[src/rtl/vscale_dmem_rr_scheduler.sv]
// Round-robin owner scheduler for the multi-core vscale dmem arbiter.
// Watches per-core HASTI htrans/hmastlock and drives the arbiter's next_core
// select. An owner keeps the port for a bounded burst unless it holds a lock.
module vscale_dmem_rr_scheduler #(
    parameter int NUM_CORES      = 4,
    parameter int CORE_IDX_WIDTH = 2,
    parameter int MAX_HOLD       = 8,
    parameter int CNT_WIDTH      = 4
) (
    input  logic                      hclk,
    input  logic                      hresetn,
    input  logic [NUM_CORES*2-1:0]    core_htrans,
    input  logic [NUM_CORES-1:0]      core_hmastlock,
    input  logic                      dmem_hready,
    output logic [CORE_IDX_WIDTH-1:0] next_core,
    output logic                      grant_active,
    output logic [CNT_WIDTH-1:0]      hold_cnt
);

    localparam logic [CNT_WIDTH-1:0] MAX_HOLD_C    = CNT_WIDTH'(MAX_HOLD);
    localparam logic [CNT_WIDTH:0]   MAX_HOLD_WIDE = (CNT_WIDTH+1)'(MAX_HOLD);

    typedef enum logic {
        ST_IDLE,
        ST_BUSY
    } state_t;

    state_t                    state_q, state_d;
    logic [CORE_IDX_WIDTH-1:0] next_core_q, next_core_d;
    logic                      grant_active_q, grant_active_d;
    logic [CNT_WIDTH-1:0]      hold_cnt_q, hold_cnt_d;

    logic [NUM_CORES-1:0]      req;
    logic [1:0]                owner_htrans;
    logic                      owner_req;
    logic                      owner_lock;
    logic                      others_req;
    logic                      accepted;
    logic [CNT_WIDTH:0]        hold_sum;
    logic                      limit_hit;
    logic [CORE_IDX_WIDTH-1:0] scan_pick;

    // Decode requests and pick out the current owner's bus signals
    always_comb begin
        req          = '0;
        owner_htrans = 2'b00;
        owner_lock   = 1'b0;
        others_req   = 1'b0;
        for (int unsigned i = 0; i < NUM_CORES; i++) begin
            req[i] = (core_htrans[2*i +: 2] != 2'b00);
            if (next_core_q == CORE_IDX_WIDTH'(i)) begin
                owner_htrans = core_htrans[2*i +: 2];
                owner_lock   = core_hmastlock[i];
            end else if (core_htrans[2*i +: 2] != 2'b00) begin
                others_req = 1'b1;
            end
        end
        owner_req = (owner_htrans != 2'b00);
        accepted  = owner_htrans[1] && dmem_hready;
        hold_sum  = {1'b0, hold_cnt_q} + {{CNT_WIDTH{1'b0}}, accepted};
        limit_hit = (hold_sum >= MAX_HOLD_WIDE);
    end

    // Round-robin scan starting after the owner; iterating from the far end
    // lets the nearest requester overwrite, so the owner itself is checked last
    always_comb begin
        scan_pick = next_core_q;
        for (int unsigned k = NUM_CORES; k >= 1; k--) begin
            if (req[(32'(next_core_q) + k) % NUM_CORES]) begin
                scan_pick = CORE_IDX_WIDTH'((32'(next_core_q) + k) % NUM_CORES);
            end
        end
    end

    // Next-state and registered-output computation
    always_comb begin
        state_d        = state_q;
        next_core_d    = next_core_q;
        grant_active_d = grant_active_q;
        hold_cnt_d     = hold_cnt_q;
        case (state_q)
            ST_IDLE: begin
                if (|req) begin
                    state_d        = ST_BUSY;
                    next_core_d    = scan_pick;
                    grant_active_d = 1'b1;
                    hold_cnt_d     = '0;
                end
            end
            ST_BUSY: begin
                if (dmem_hready) begin
                    if (!owner_req || (limit_hit && others_req && !owner_lock)) begin
                        state_d        = ST_IDLE;
                        grant_active_d = 1'b0;
                        hold_cnt_d     = '0;
                    end else begin
                        hold_cnt_d = limit_hit ? MAX_HOLD_C : hold_sum[CNT_WIDTH-1:0];
                    end
                end
            end
        endcase
    end

    // State and output registers, asynchronous active-low reset
    always_ff @(posedge hclk or negedge hresetn) begin
        if (!hresetn) begin
            state_q        <= ST_IDLE;
            next_core_q    <= '0;
            grant_active_q <= 1'b0;
            hold_cnt_q     <= '0;
        end else begin
            state_q        <= state_d;
            next_core_q    <= next_core_d;
            grant_active_q <= grant_active_d;
            hold_cnt_q     <= hold_cnt_d;
        end
    end

    assign next_core    = next_core_q;
    assign grant_active = grant_active_q;
    assign hold_cnt     = hold_cnt_q;

endmodule

[config.mk]
export PLATFORM = sky130hd
export DESIGN_NAME = vscale_dmem_rr_scheduler
export DESIGN_NICKNAME = d
export VERILOG_FILES = /design/src/rtl/vscale_dmem_rr_scheduler.sv
export SDC_FILE = /design/constraint.sdc
export NUM_CORES = 1
export LEC_CHECK = 0
export CORE_AREA = 2 2 45 47
export CTS_CLUSTER_SIZE = 20
export DETAILED_ROUTE_END_ITERATION = 8
export DIE_AREA = 0 0 47 49
export PLACE_DENSITY_LB_ADDON = 0.1
export SLEW_MARGIN = 30
export SYNTH_ARGS = -nofsm -noshare
export SYNTH_HDL_FRONTEND = slang
export SYNTH_SLANG_ARGS = --single-unit
[constraint.sdc]
create_clock -name hclk -period 4.37 [get_ports hclk]
set_clock_uncertainty 0.1 [all_clocks]
set_input_delay 0.874 -clock hclk [delete_from_list [all_inputs] [get_ports hclk]]
set_output_delay 0.874 -clock hclk [all_outputs]
set_load 0.01 [all_outputs]
==> impl_results.md <==
* Status: finished clean
* Yosys warns at 0
* Yosys top cell area share at 0.252
* Hold_sp: grant_active
* Register area share after synthesis at 0.252
* Setup TNS at 0 ns
* Synthesized Nets at 112
* Family with the most delay on the worst path: simple AND/OR/NAND/NOR gates
* Max-slew violation count at 0
* Port buffer count at 21
* Reg2Reg Setup Slack at 1.28 ns
* Synth top cells by count: nand2_1, dfrtp_1, ha_1, nor2_1, inv_1
* CP Max Fanout at 5
* Final min period at 3.15 ns
* Area delta synth->final at 32.3%
* Least-Margin Pin Slew at about 0.47 ns
* First-pass GRT wire length at 3220 µm
* FF-to-FF Start: next_core[0]
* Gpl congestion at 0.792
* Hold Crit Class: reg -> reg
* Core Footprint at between 1500 and 2000 µm²
* Gr ovfl total at 0
* CTS tree: done
* Post-synthesis async set-or-reset flop share at 1.00
* DIE WIDTH at 47 µm
* Switching share of power at 0.451
* Vias in the first global route at 738
* WHS at around 0.44 ns
* Register area at 200 µm²
* Row count at 16
* Switch Pwr at 249 µW
* Cell Chain, Critical Path: clkdlybuf4s50_1, nand2_1, o211a_1, nor3b_1, ha_1, ha_1, nand2b_1, mux2i_1, nand4b_1, a21oi_1, o21bai_1
* Initial Util at 0.431
* Total GRT Usage at 0.184
* Xor/xnor cell area share of the yosys netlist at 0
* Internal power at 304 µW
* Worst R2R Path Depth at 12
* Hold EP: grant_active
* Layout cells sized above 1 at 0.0796
* CP required at 4.40 ns
* Netlist cell types at 34
* Post-CTS Resized at 0
* Post-CTS Setup Bufs at 0
* Final Hold Fails at 0
* Largest family of logic cells by synthesized area: compound AO/OA/AOI/OAI gates
* Routed length on met1 at roughly 950 µm
* Area of the multi-input gates at 564 µm²
* Post-DP HPWL at 1530 µm
* Mapped Cells at 91
* Reg-to-reg endpoint: hold_cnt[3]
* Post-synthesis simple-gate area fraction at 0.259
* Synth top area cells: dfrtp_1, ha_1, nand2_1, mux2i_1, o21bai_1
* CTS sink cnt at 8
* Post-synthesis sequential element count at 8
* Wire length on met2 at 908 µm
* Reg power frac at 0.256
* VDD IR max at approximately 350 µV
* Final setup vio count at 0
* Initial antenna violation count at 0
* Max Buffers Root-to-Sink at 2
* Proportion of synthesized area in mux cells at 0.0505
* Drt wl/cell at 14.0 µm
* Remaining DRCs at 0
* Die Area at 2300 µm²
* Post-synth EDFFs at 0
* P per Cell Area at about 530 nW/µm²
* Initial drt markers at 17
* Leakage at 0.000442 µW
* TritonCTS buffer count at 3
* Via-per-instance ratio at 5.63
* Avg Cell Area, Syn at 8.72 µm²
* Boundary Pins at 22
* Latest clock arrival within the worst-skew pair at 0.24 ns
* Maxcap violations at 0
* Worst path bufs/invs at 1
* Routed vias at 788
* Hold_buf cts at 0
* Hold-critical path depth at 2
* Period utilization at 0.720
* CP max-delay cell: clkdlybuf4s50_1
* FMAX at about 320 MHz
* Filler cells at roughly 180
* Setup CP Type: in -> reg
* Metal3 WL at 79 µm
* Largest net degree at the start of global routing at 17
* Nets at 136
* Post-synthesis adder-cell area fraction at 0.0946
* 1st-pass router iterations at 4
* # diodes at 0
* Top Metal Used: met4
* Routed wire length at roughly 2000 µm
* End-of-flow core utilization at 0.570
* Die height at 49 µm
* CP startpoint kind: input port
* Count leader, synth: nand2_1
* CP endpoint kind: flop
* Root buf cell: clkbuf_4
* Max incr delay on CP at 0.60 ns
* Relative slew slack at 0.687
* H-tree lvl count at 1
* Top FF cell, synth: dfrtp_1
* RSZ-0062 raised after global routing: false
* Arr. time, crit path at 3.17 ns
* Post-synthesis compound-gate area fraction at 0.308
* Power share of the combinational group at 0.648
* Area of the mapped netlist at between 700 and 800 µm²
* Clock group share of total power at 0.096
* Largest area contributor in the netlist: dfrtp_1
* Worst path most repeated cell: ha_1
* Post-route ant nets at 0
* Register clock-pin slew on the reported worst setup and hold paths at 0.05 ns
## placed cells by master (no fill, tap or decap), drive strengths merged, types with 2 or more instances in the layout
cell / n
clkdlybuf4s50: 21
nand2: 12
dfrtp: 8
nor2: 6
ha: 6
inv: 5
mux2i: 4
nand3: 4
a21oi: 4
o21bai: 4
nor3: 4
nand2b: 3
o21ai: 3
clkbuf: 3
o211a: 2
o2111ai: 2
nor4: 2
a22o: 2
nor2b: 2
a211o: 2
## through the flow
stage | worst slack, ns | area (µm²) | cells | total power, µW
2_1_floorplan | 1.81 | 793 | 91 | 385
3_3_place_gp | 1.08 | 1030 | 137 | 493
3_5_place_dp | 0.963 | 1030 | 137 | 495
4_1_cts | 1.23 | 1050 | 140 | 555
5_1_grt | 1.00 | 1050 | 140 | 603
6_report | 1.22 | 1050 | 140 | 553
## flip-flops by register name (all words and copies together), names as in the netlist
register and flops:
next_core 2, grant_active 1, state_q 1, hold_cnt 4
## area by class of cell
| cell class | instances | area share |
|---|---|---|
| clock buffers | 3 | 0.0215 |
| inverters | 5 | 0.0179 |
| multi-input cells | 76 | 0.538 |
| flip-flops and latches | 8 | 0.191 |
| well taps | 27 | 0.0322 |
| repair buffers | 21 | 0.200 |
## worst min-delay path: stages (launching register included)
cell	delay, ns
dfrtp_1	0.38
inv_1	0.05
o21bai_1	0.06
## kinds of logic (layout without fill, tap and decap cells)
group | after synthesis | count (layout)
fa+ha+maj | 6 | 6
flops | 8 | 8
compound gates | 28 | 28
buf+inv | 7 | 29
simple gates | 38 | 38
mux | 4 | 4
## power groups by stage
stage / Clock, µW / Combinational (µW) / Sequential, µW
floorplan: 0 / 251 / 134
global placement: 0 / 352 / 141
detailed placement: 0 / 354 / 141
CTS: 57.2 / 357 / 141
global route: 60.3 / 396 / 147
finish: 53.1 / 359 / 142
## worst max-delay path by stage
stage | start | end | slack [ns] | cells after the start
floorplan | core_htrans[5] | hold_cnt[3] | 1.81 | 10
global placement | core_htrans[1] | grant_active | 1.08 | 11
detailed placement | core_htrans[1] | grant_active | 0.96 | 11
CTS | core_htrans[1] | grant_active | 1.23 | 11
global route | core_htrans[3] | grant_active | 1.00 | 11
finish | core_htrans[1] | grant_active | 1.22 | 11
## metal layers
| metal | GRT usage | vias up |
|---|---|---|
| met5 | 0 | - |
| met4 | 0.0509 | 0 |
| met3 | 0.0296 | 2 |
| met2 | 0.267 | 19 |
| met1 | 0.279 | 376 |
| li1 | - | 391 |
Note: power is estimated with default switching activity, not from simulation.
